$ cat src/rtl/arb_requester_if.sv
// arb_requester_if: job handshake (job_valid/job_ready/job_len), arbiter r/g pair and status (beat, busy, beats_left, done, timeout_err)
interface arb_requester_if #(parameter int LEN_W = 8);
  logic             job_valid;
  logic             job_ready;
  logic [LEN_W-1:0] job_len;
  logic             r;
  logic             g;
  logic             beat;
  logic             busy;
  logic [LEN_W-1:0] beats_left;
  logic             done;
  logic             timeout_err;
  modport master (
    input  job_valid, job_len, g,
    output job_ready, r, beat, busy, beats_left, done, timeout_err
  );
  modport slave (
    output job_valid, job_len, g,
    input  job_ready, r, beat, busy, beats_left, done, timeout_err
  );
endinterface

$ cat src/rtl/arb_requester.sv
// arb_requester: arbiter requester agent; clk/reset plus bus (job in, r out, g in, beat/busy/beats_left/done/timeout_err status)
module arb_requester #(
  parameter int LEN_W   = 8,
  parameter int TIMEOUT = 16
) (
  input logic             clk,
  input logic             reset,
  arb_requester_if.master bus
);
  localparam int CW = $clog2(TIMEOUT) + 1;
  typedef enum logic [1:0] {IDLE, WAIT, OWN, GAP} state_t;
  state_t           r_state, w_state_nx;
  logic             r_r, r_done, r_to;
  logic [LEN_W-1:0] r_beats;
  logic [CW-1:0]    r_wait;
  logic             w_r_nx, w_done_nx, w_to_nx, w_beat, w_last;
  logic [LEN_W-1:0] w_beats_nx;
  logic [CW-1:0]    w_wait_nx;
  assign w_beat          = r_r && bus.g && (r_state == WAIT || r_state == OWN);
  assign w_last          = r_beats == LEN_W'(1);
  assign bus.beat        = w_beat;
  assign bus.r           = r_r;
  assign bus.done        = r_done;
  assign bus.timeout_err = r_to;
  assign bus.beats_left  = r_beats;
  assign bus.job_ready   = r_state == IDLE;
  assign bus.busy        = r_state != IDLE;
  always_comb begin
    w_state_nx = r_state;
    w_r_nx     = r_r;
    w_done_nx  = 1'b0;
    w_to_nx    = 1'b0;
    w_beats_nx = r_beats;
    w_wait_nx  = r_wait;
    case (r_state)
      IDLE: if (bus.job_valid) begin
        w_beats_nx = bus.job_len;
        w_wait_nx  = '0;
        w_r_nx     = |bus.job_len;
        w_done_nx  = ~|bus.job_len;
        w_state_nx = |bus.job_len ? WAIT : GAP;
      end
      WAIT, OWN: if (w_beat) begin
        w_beats_nx = r_beats != '0 ? r_beats - LEN_W'(1) : r_beats;
        w_r_nx     = !w_last;
        w_done_nx  = w_last;
        w_state_nx = w_last ? GAP : OWN;
      end else if (r_state == OWN) begin
        w_wait_nx  = '0;
        w_state_nx = WAIT;
      end else if (r_wait == CW'(TIMEOUT - 1)) begin
        w_r_nx     = 1'b0;
        w_to_nx    = 1'b1;
        w_state_nx = GAP;
      end else begin
        w_wait_nx = r_wait + CW'(1);
      end
      default: w_state_nx = IDLE;
    endcase
  end
  always_ff @(posedge clk) begin
    if (reset) begin
      r_state <= IDLE;
      r_r     <= 1'b0;
      r_done  <= 1'b0;
      r_to    <= 1'b0;
      r_beats <= '0;
      r_wait  <= '0;
    end else begin
      r_state <= w_state_nx;
      r_r     <= w_r_nx;
      r_done  <= w_done_nx;
      r_to    <= w_to_nx;
      r_beats <= w_beats_nx;
      r_wait  <= w_wait_nx;
    end
  end
endmodule

$ cat src/flat_wrapper.sv
// flat-port wrapper written by rule: the top's interface ports become plain ports
module arb_requester_flat 
#(
  parameter int LEN_W   = 8,
  parameter int TIMEOUT = 16
)
  (clk, reset, bus_job_valid, bus_job_len, bus_g, bus_job_ready, bus_r, bus_beat, bus_busy, bus_beats_left, bus_done, bus_timeout_err);
  arb_requester_if #(.LEN_W(LEN_W)) bus_i ();
  input logic clk;
  input logic reset;
  input wire logic [$bits(bus_i.job_valid)-1:0] bus_job_valid;
  input wire logic [$bits(bus_i.job_len)-1:0] bus_job_len;
  input wire logic [$bits(bus_i.g)-1:0] bus_g;
  output wire logic [$bits(bus_i.job_ready)-1:0] bus_job_ready;
  output wire logic [$bits(bus_i.r)-1:0] bus_r;
  output wire logic [$bits(bus_i.beat)-1:0] bus_beat;
  output wire logic [$bits(bus_i.busy)-1:0] bus_busy;
  output wire logic [$bits(bus_i.beats_left)-1:0] bus_beats_left;
  output wire logic [$bits(bus_i.done)-1:0] bus_done;
  output wire logic [$bits(bus_i.timeout_err)-1:0] bus_timeout_err;
  assign bus_i.job_valid = bus_job_valid;
  assign bus_i.job_len = bus_job_len;
  assign bus_i.g = bus_g;
  assign bus_job_ready = bus_i.job_ready;
  assign bus_r = bus_i.r;
  assign bus_beat = bus_i.beat;
  assign bus_busy = bus_i.busy;
  assign bus_beats_left = bus_i.beats_left;
  assign bus_done = bus_i.done;
  assign bus_timeout_err = bus_i.timeout_err;
  arb_requester #(.LEN_W(LEN_W), .TIMEOUT(TIMEOUT)) u_core (.clk(clk), .reset(reset), .bus(bus_i));
endmodule
$ cat config.mk
export PLATFORM = sky130hd
export DESIGN_NAME = arb_requester_flat
export DESIGN_NICKNAME = d
export VERILOG_FILES = /design/src/rtl/arb_requester_if.sv /design/src/rtl/arb_requester.sv /design/src/flat_wrapper.sv
export SDC_FILE = /design/constraint.sdc
export NUM_CORES = 1
export LEC_CHECK = 0
export CORE_MARGIN = 2
export CORE_UTILIZATION = 54
export CTS_CLUSTER_SIZE = 24
export DETAILED_ROUTE_END_ITERATION = 8
export GPL_TIMING_DRIVEN = 0
export PLACE_DENSITY = 0.86
export SYNTH_ARGS = -nofsm -noshare
export SYNTH_HDL_FRONTEND = slang
export SYNTH_SLANG_ARGS = --single-unit
export TNS_END_PERCENT = 50
$ cat constraint.sdc
create_clock -name clk -period 5 [get_ports clk]
set_input_delay 1 -clock clk [delete_from_list [all_inputs] [get_ports clk]]
set_output_delay 1 -clock clk [all_outputs]
set_load 0.005 [all_outputs]
; Word level (Yosys, flattened, before mapping)
; Cells that the tools add are included.
[word_totals]
register_bits = 18
latchBits = 0
ramBits = 0
mem_bits_ro = 0
input_bits = 12
out_inout_bits = 14
wordCells = 62
memories = 0
[classes]
addsub = 2
multipliers = 0
n_div = 0
n_lt_le_gt_ge = 0
eq_ne = 12
n_shift = 0
n_mux = 25
n_bitwise = 1
reduce_logical = 16
[ops]
columns = cell, n
row1 = 2-to-1 mux 8 bit, 3
row2 = 2-to-1 mux 5 bit, 4
row3 = case mux 8 bit (2 select lines), 1
row4 = AND reduction 4 bit, 3
row5 = 2-to-1 mux 2 bit, 5
row6 = case mux 5 bit (2 select lines), 1
row7 = "equality test 8 x 1 -> 1 bit, second input constant", 1
row8 = 2-to-1 mux 1 bit, 8
row9 = nonzero test 8 bit, 1
row10 = OR reduction 8 bit, 1
row11 = "subtractor 8 x 1 -> 8 bit, second input constant", 1
row12 = "!= test 2 bit, second input constant", 3
row13 = "!= test 3 x 2 -> 1 bit, second input constant", 2
row14 = "adder 5 x 1 -> 5 bit, second input constant", 1
row15 = "equality test 5 x 4 -> 1 bit, second input constant", 1
row16 = "!= test 4 x 2 -> 1 bit, second input constant", 1
row17 = case mux 1 bit (2 select lines), 2
row18 = case mux 2 bit (2 select lines), 1
row19 = nonzero test 2 bit, 2
row20 = OR reduction 4 bit, 1
row21 = "!= test 3 bit, second input constant", 1
row22 = "equality test 2 x 1 -> 1 bit, second input constant", 1
row23 = "equality test 2 bit, second input constant", 1
row24 = logical AND 1 bit, 2
row25 = other kinds (7), 8

; Longest topological paths before layout
[depth]
ltp_word = 5
depth_mapped = 8
depth_no_buf = 7

; Worst setup path before layout
; No wires, ideal clock.
[synth_path]
kind = input -> output
from = input bus_g
to = output bus_beat
t_arrival_ns = 1.262
required_ns = 4.000
path_slack_ns = 2.738
path_stages = 2
path_buffers = 0
path_cell_list = nand2_1 nor2_1
[synth_via]
elab_chain_len = 2
[synth_lines]
columns = element, line_no
row1 = start: declaration, flat_wrapper.sv:13  ; input wire logic [$bits(bus_i.g)-1:0] bus_g;
row2 = logical AND 1 bit (2 in a row), arb_requester.sv:19  ; assign w_beat = r_r && bus.g && (r_state == WAIT || r_state == OWN);
row3 = end: declaration, flat_wrapper.sv:16  ; output wire logic [$bits(bus_i.beat)-1:0] bus_beat;
; Every way passes these cells.

; Worst setup path in the final report
; Same ends and word-level chain as after synthesis.

==> metrics.log <==
[metrics] total power of the final layout: ~910 uW
[metrics] insertion delay to the later sink of the worst-skew pair: 310 ps
[metrics] maximum ir drop on the vdd rail: about 0.4 mV
[metrics] die span in y: roughly 52 um
[metrics] RSZ-0062 raised after global routing: false
[metrics] Final Max Tran Viols: 0
[metrics] Worst Setup End Kind: primary output
[metrics] startpoint of the worst setup timing path: bus_g
[metrics] post_cts resized: 0
[metrics] total overflow reported by the global router: 0
[metrics] cell count after synthesis: 150
[metrics] part of the Yosys area used for sequential elements: roughly 29%
[metrics] EDFF count, synth: 0
[metrics] commonest cells after routing, fill and taps aside: clkdlybuf4s50_1, dfxtp_1, a21oi_1
[metrics] Hold/Removal Path Class: flop to flop
[metrics] internal power summed over all cells: 486 uW
[metrics] final clock period utilization by the worst path: 67.6%
[metrics] final setup violation count: 0
[metrics] Non-Filler Instances: about 210
[metrics] highest clock frequency the design can meet: 296 MHz
[metrics] CTS root buffer: clkbuf_4
[metrics] Worst path most repeated cell: clkdlybuf4s50_1
[metrics] detailed placement HPWL: around 2.5 mm
[metrics] global-route wire length before repair: roughly 5.5 mm
[metrics] clock-pin slew of the registers on the worst-case setup and hold paths: 110 ps
[metrics] Synth Area per Inst: approximately 8.2 sq um
[metrics] number of routed nets with antenna violations: 0
[metrics] RR Endpoint: u_core.bus.beats_left[7]$_SDFFE_PP0P_
[metrics] CP Cell Sequence: clkdlybuf4s50_1 -> nand2_1 -> nor2_1 -> clkdlybuf4s50_1
[metrics] combined global-route utilization of all metal layers: 27.1%
[metrics] total wire length: ~3.4 mm
[metrics] TritonCTS clock tree: built
[metrics] cts hold-fix bufs: 0
[metrics] netlist area before placement: approximately 0.0012 sq mm
[metrics] number of buffers created by CTS: 3
[metrics] required time at the endpoint of the critical path: 4000 ps
[metrics] Final min period: between 3000 and 4000 ps
[metrics] TritonCTS sink count: 18
[metrics] Reg2Reg Depth: 8
[metrics] final hold vios: 0
[metrics] initial cell density of the core: 56.5%
[metrics] total die area: between 0.002 and 0.003 sq mm
[metrics] post-route setup TNS: 0 ps
[metrics] wire length per cell after detailed routing: between 15 and 20 um
[metrics] met2 global-route usage: a little under half
[metrics] Buffers on Ports: 24
[metrics] FFs w/ async S/R, synth: 0%
[metrics] maximum count of clock buffers along a single path: 2
[metrics] count of different cell masters after synthesis: 41
[metrics] DRC Markers: 0
[metrics] postcts setup bufs: 0
[metrics] CP Capture Point: bus_beat
[metrics] number of design-rule violations left by the first detailed-router iteration: ~50
[metrics] pin count of the biggest net entering global routing: 11
[metrics] Horiz. Die Dim: 51.7 um
[metrics] sequential group share of total power: between 20% and 30%
[metrics] total iterations of the first detailed-routing run: 4
[metrics] row count: 17
[metrics] GRT met1 Usage: about a third
[metrics] data arrival at the endpoint of the critical path: between 2000 and 2500 ps
[metrics] Worst path max stage delay: about 540 ps
[metrics] Std-Cell Core Area: approximately 0.0022 sq mm
[metrics] reported net switching power: roughly 430 uW
[metrics] post-synthesis net count: 172
[metrics] total instance count after detailed placement: roughly 200
[metrics] category of the worst setup path launch point: input pin
[metrics] startpoint of the most critical register-to-register path: u_core.r_state[0]$_SDFFE_PP0P_
[metrics] category of the critical setup timing path: input pin to primary output
[metrics] Tightest Pin Transition: around 820 ps
[metrics] GPL Wtd Cong: 0.822
[metrics] Leak Pwr: 0.569 nW
[metrics] synthesis-stage register bit count: 18
[metrics] layer with the highest usage: met2
[metrics] count of filler cells inserted in the layout: 193
[metrics] part of the power in the clock network: 10.5%
[metrics] highest net fanout along the worst path: 5
[metrics] result of the run: completed
[metrics] Critical-path top delay cell: clkdlybuf4s50_1
[metrics] number of warnings reported in the yosys synthesis log: 0
[metrics] Setup Skew: 6.38 ps
[metrics] power per standard cell area: between 500 and 600 mW/mm^2
[metrics] met3 capacity usage during global routing: roughly 3.7%
[metrics] area growth from synthesis to layout: 25.4%
[metrics] # nets final: between 200 and 250
[metrics] Top FF cell, synth: dfxtp_1
[metrics] worst reg2reg setup slack: roughly 2900 ps
[metrics] number of global-route vias before repair: about 1200
[metrics] average via count per standard cell: around 6.4
[metrics] initial antenna violation count: 0
[metrics] Logic pwr share: about 65%
[metrics] htree depth: 1
[metrics] max-cap violations: 0
[metrics] Antenna Cells: 0
[metrics] total I/O pin count: 26
[metrics] relative slew slack: 44.8%
[metrics] fraction of layout cells with a size suffix above 1: 6.74%
[metrics] vias post-DR: roughly 1300
[metrics] switching portion of total power: about 47%
[metrics] most common library cell in the layout ignoring fill and taps: clkdlybuf4s50_1
[power by group through the flow]
stage / registers (mW) / clock network [mW] / logic (mW)
final: 0.226 / 0.0957 / 0.591
after floorplan: 0.219 / 0 / 0.398
after CTS: 0.225 / 0.0964 / 0.585
after detailed placement: 0.228 / 0 / 0.582
after global routing: 0.231 / 0.103 / 0.652
after global placement: 0.225 / 0 / 0.560
[worst min path at each step]
stage | start | to | slack, ps | cells after the start
2_1_floorplan | u_core.r_wait[3]$_SDFFE_PP0P_ | u_core.r_wait[3]$_SDFFE_PP0P_ | 450 | 2
3_3_place_gp | u_core.r_wait[4]$_SDFFE_PP0P_ | u_core.r_wait[4]$_SDFFE_PP0P_ | 450 | 2
3_5_place_dp | u_core.r_wait[4]$_SDFFE_PP0P_ | u_core.r_wait[4]$_SDFFE_PP0P_ | 480 | 2
4_1_cts | u_core.r_wait[4]$_SDFFE_PP0P_ | u_core.r_wait[4]$_SDFFE_PP0P_ | 500 | 2
5_1_grt | u_core.bus.beats_left[7]$_SDFFE_PP0P_ | u_core.bus.beats_left[7]$_SDFFE_PP0P_ | 530 | 2
6_report | u_core.r_wait[4]$_SDFFE_PP0P_ | u_core.r_wait[4]$_SDFFE_PP0P_ | 500 | 2
[registers in the layout, indices dropped and copies added, names as in the netlist]
signal,flops
u_core.r_state,2
u_core.r_wait,5
u_core.bus.beats_left,8
u_core.bus.r,1
u_core.bus.timeout_err,1
u_core.bus.done,1
[cells in the mapped netlist (2+ instances only)]
| cell type | count | area, sq um |
|---|---|---|
| dfxtp_1 | 18 | 360 |
| a21oi_1 | 17 | 85.1 |
| inv_1 | 11 | 41.3 |
| ha_1 | 10 | 125 |
| nor2_1 | 10 | 37.5 |
| a211oi_1 | 9 | 67.6 |
| nand2_1 | 8 | 30.0 |
| or4_1 | 7 | 52.6 |
| clkbuf_1 | 6 | 22.5 |
| o21ai_0 | 5 | 25.0 |
| o32ai_1 | 5 | 43.8 |
| and3_1 | 4 | 25.0 |
| nand2b_1 | 4 | 25.0 |
| a31oi_1 | 3 | 18.8 |
| nor3_1 | 2 | 10.0 |
| nor4_1 | 2 | 12.5 |
| o21a_1 | 2 | 15.0 |
| o2bb2ai_1 | 2 | 17.5 |
| o31ai_1 | 2 | 15.0 |
| or3_1 | 2 | 12.5 |
[final cells by class]
| class | instances | area (sq um) | share of cell area [%] |
|---|---|---|---|
| plain buffers | 8 | 41.3 | 2.69 |
| clock buffers | 4 | 36.3 | 2.36 |
| inverters | 11 | 41.3 | 2.69 |
| multi-input cells | 113 | 783 | 50.9 |
| flip-flops and latches | 18 | 360 | 23.4 |
| well taps | 28 | 35.0 | 2.28 |
| repair buffers | 24 | 240 | 15.6 |
[kinds of logic after synthesis]
| group | count (synthesis) | synth area share, % |
|---|---|---|
| adder cells (fa/ha/maj) | 10 | 10.2 |
| buffers and inverters | 19 | 6.73 |
| AND/OR/NAND/NOR | 48 | 22.9 |
| multiplexers | 1 | 0.816 |
| flip-flops | 18 | 29.4 |
| AO/OA/AOI/OAI | 54 | 30.0 |
[metal layers]
layer  share of wire [%]  up-vias
met4                 2.0        0
li1                    -      622
met5                   0        -
met3                 5.4        9
met1                  43      634
met2                  50       63
[metrics by stage]
stage               hold slack (ps)  cell area (sq um)  setup WS, ps  utilization (%)
floorplan                       447               1230          2740                -
global placement                454               1500          1670             69.2
detailed placement              480               1500          1640             69.2
CTS                             496               1540          1630             70.9
global route                    526               1540          1530             70.9
finish                          497               1540          1620             70.9
[critical path: cells and delay by family]
kind	cells	cell delay (ps)
and+or+nand+nor	2	350
buffers and inverters	2	1020
Note: power is estimated with default switching activity, not from simulation.
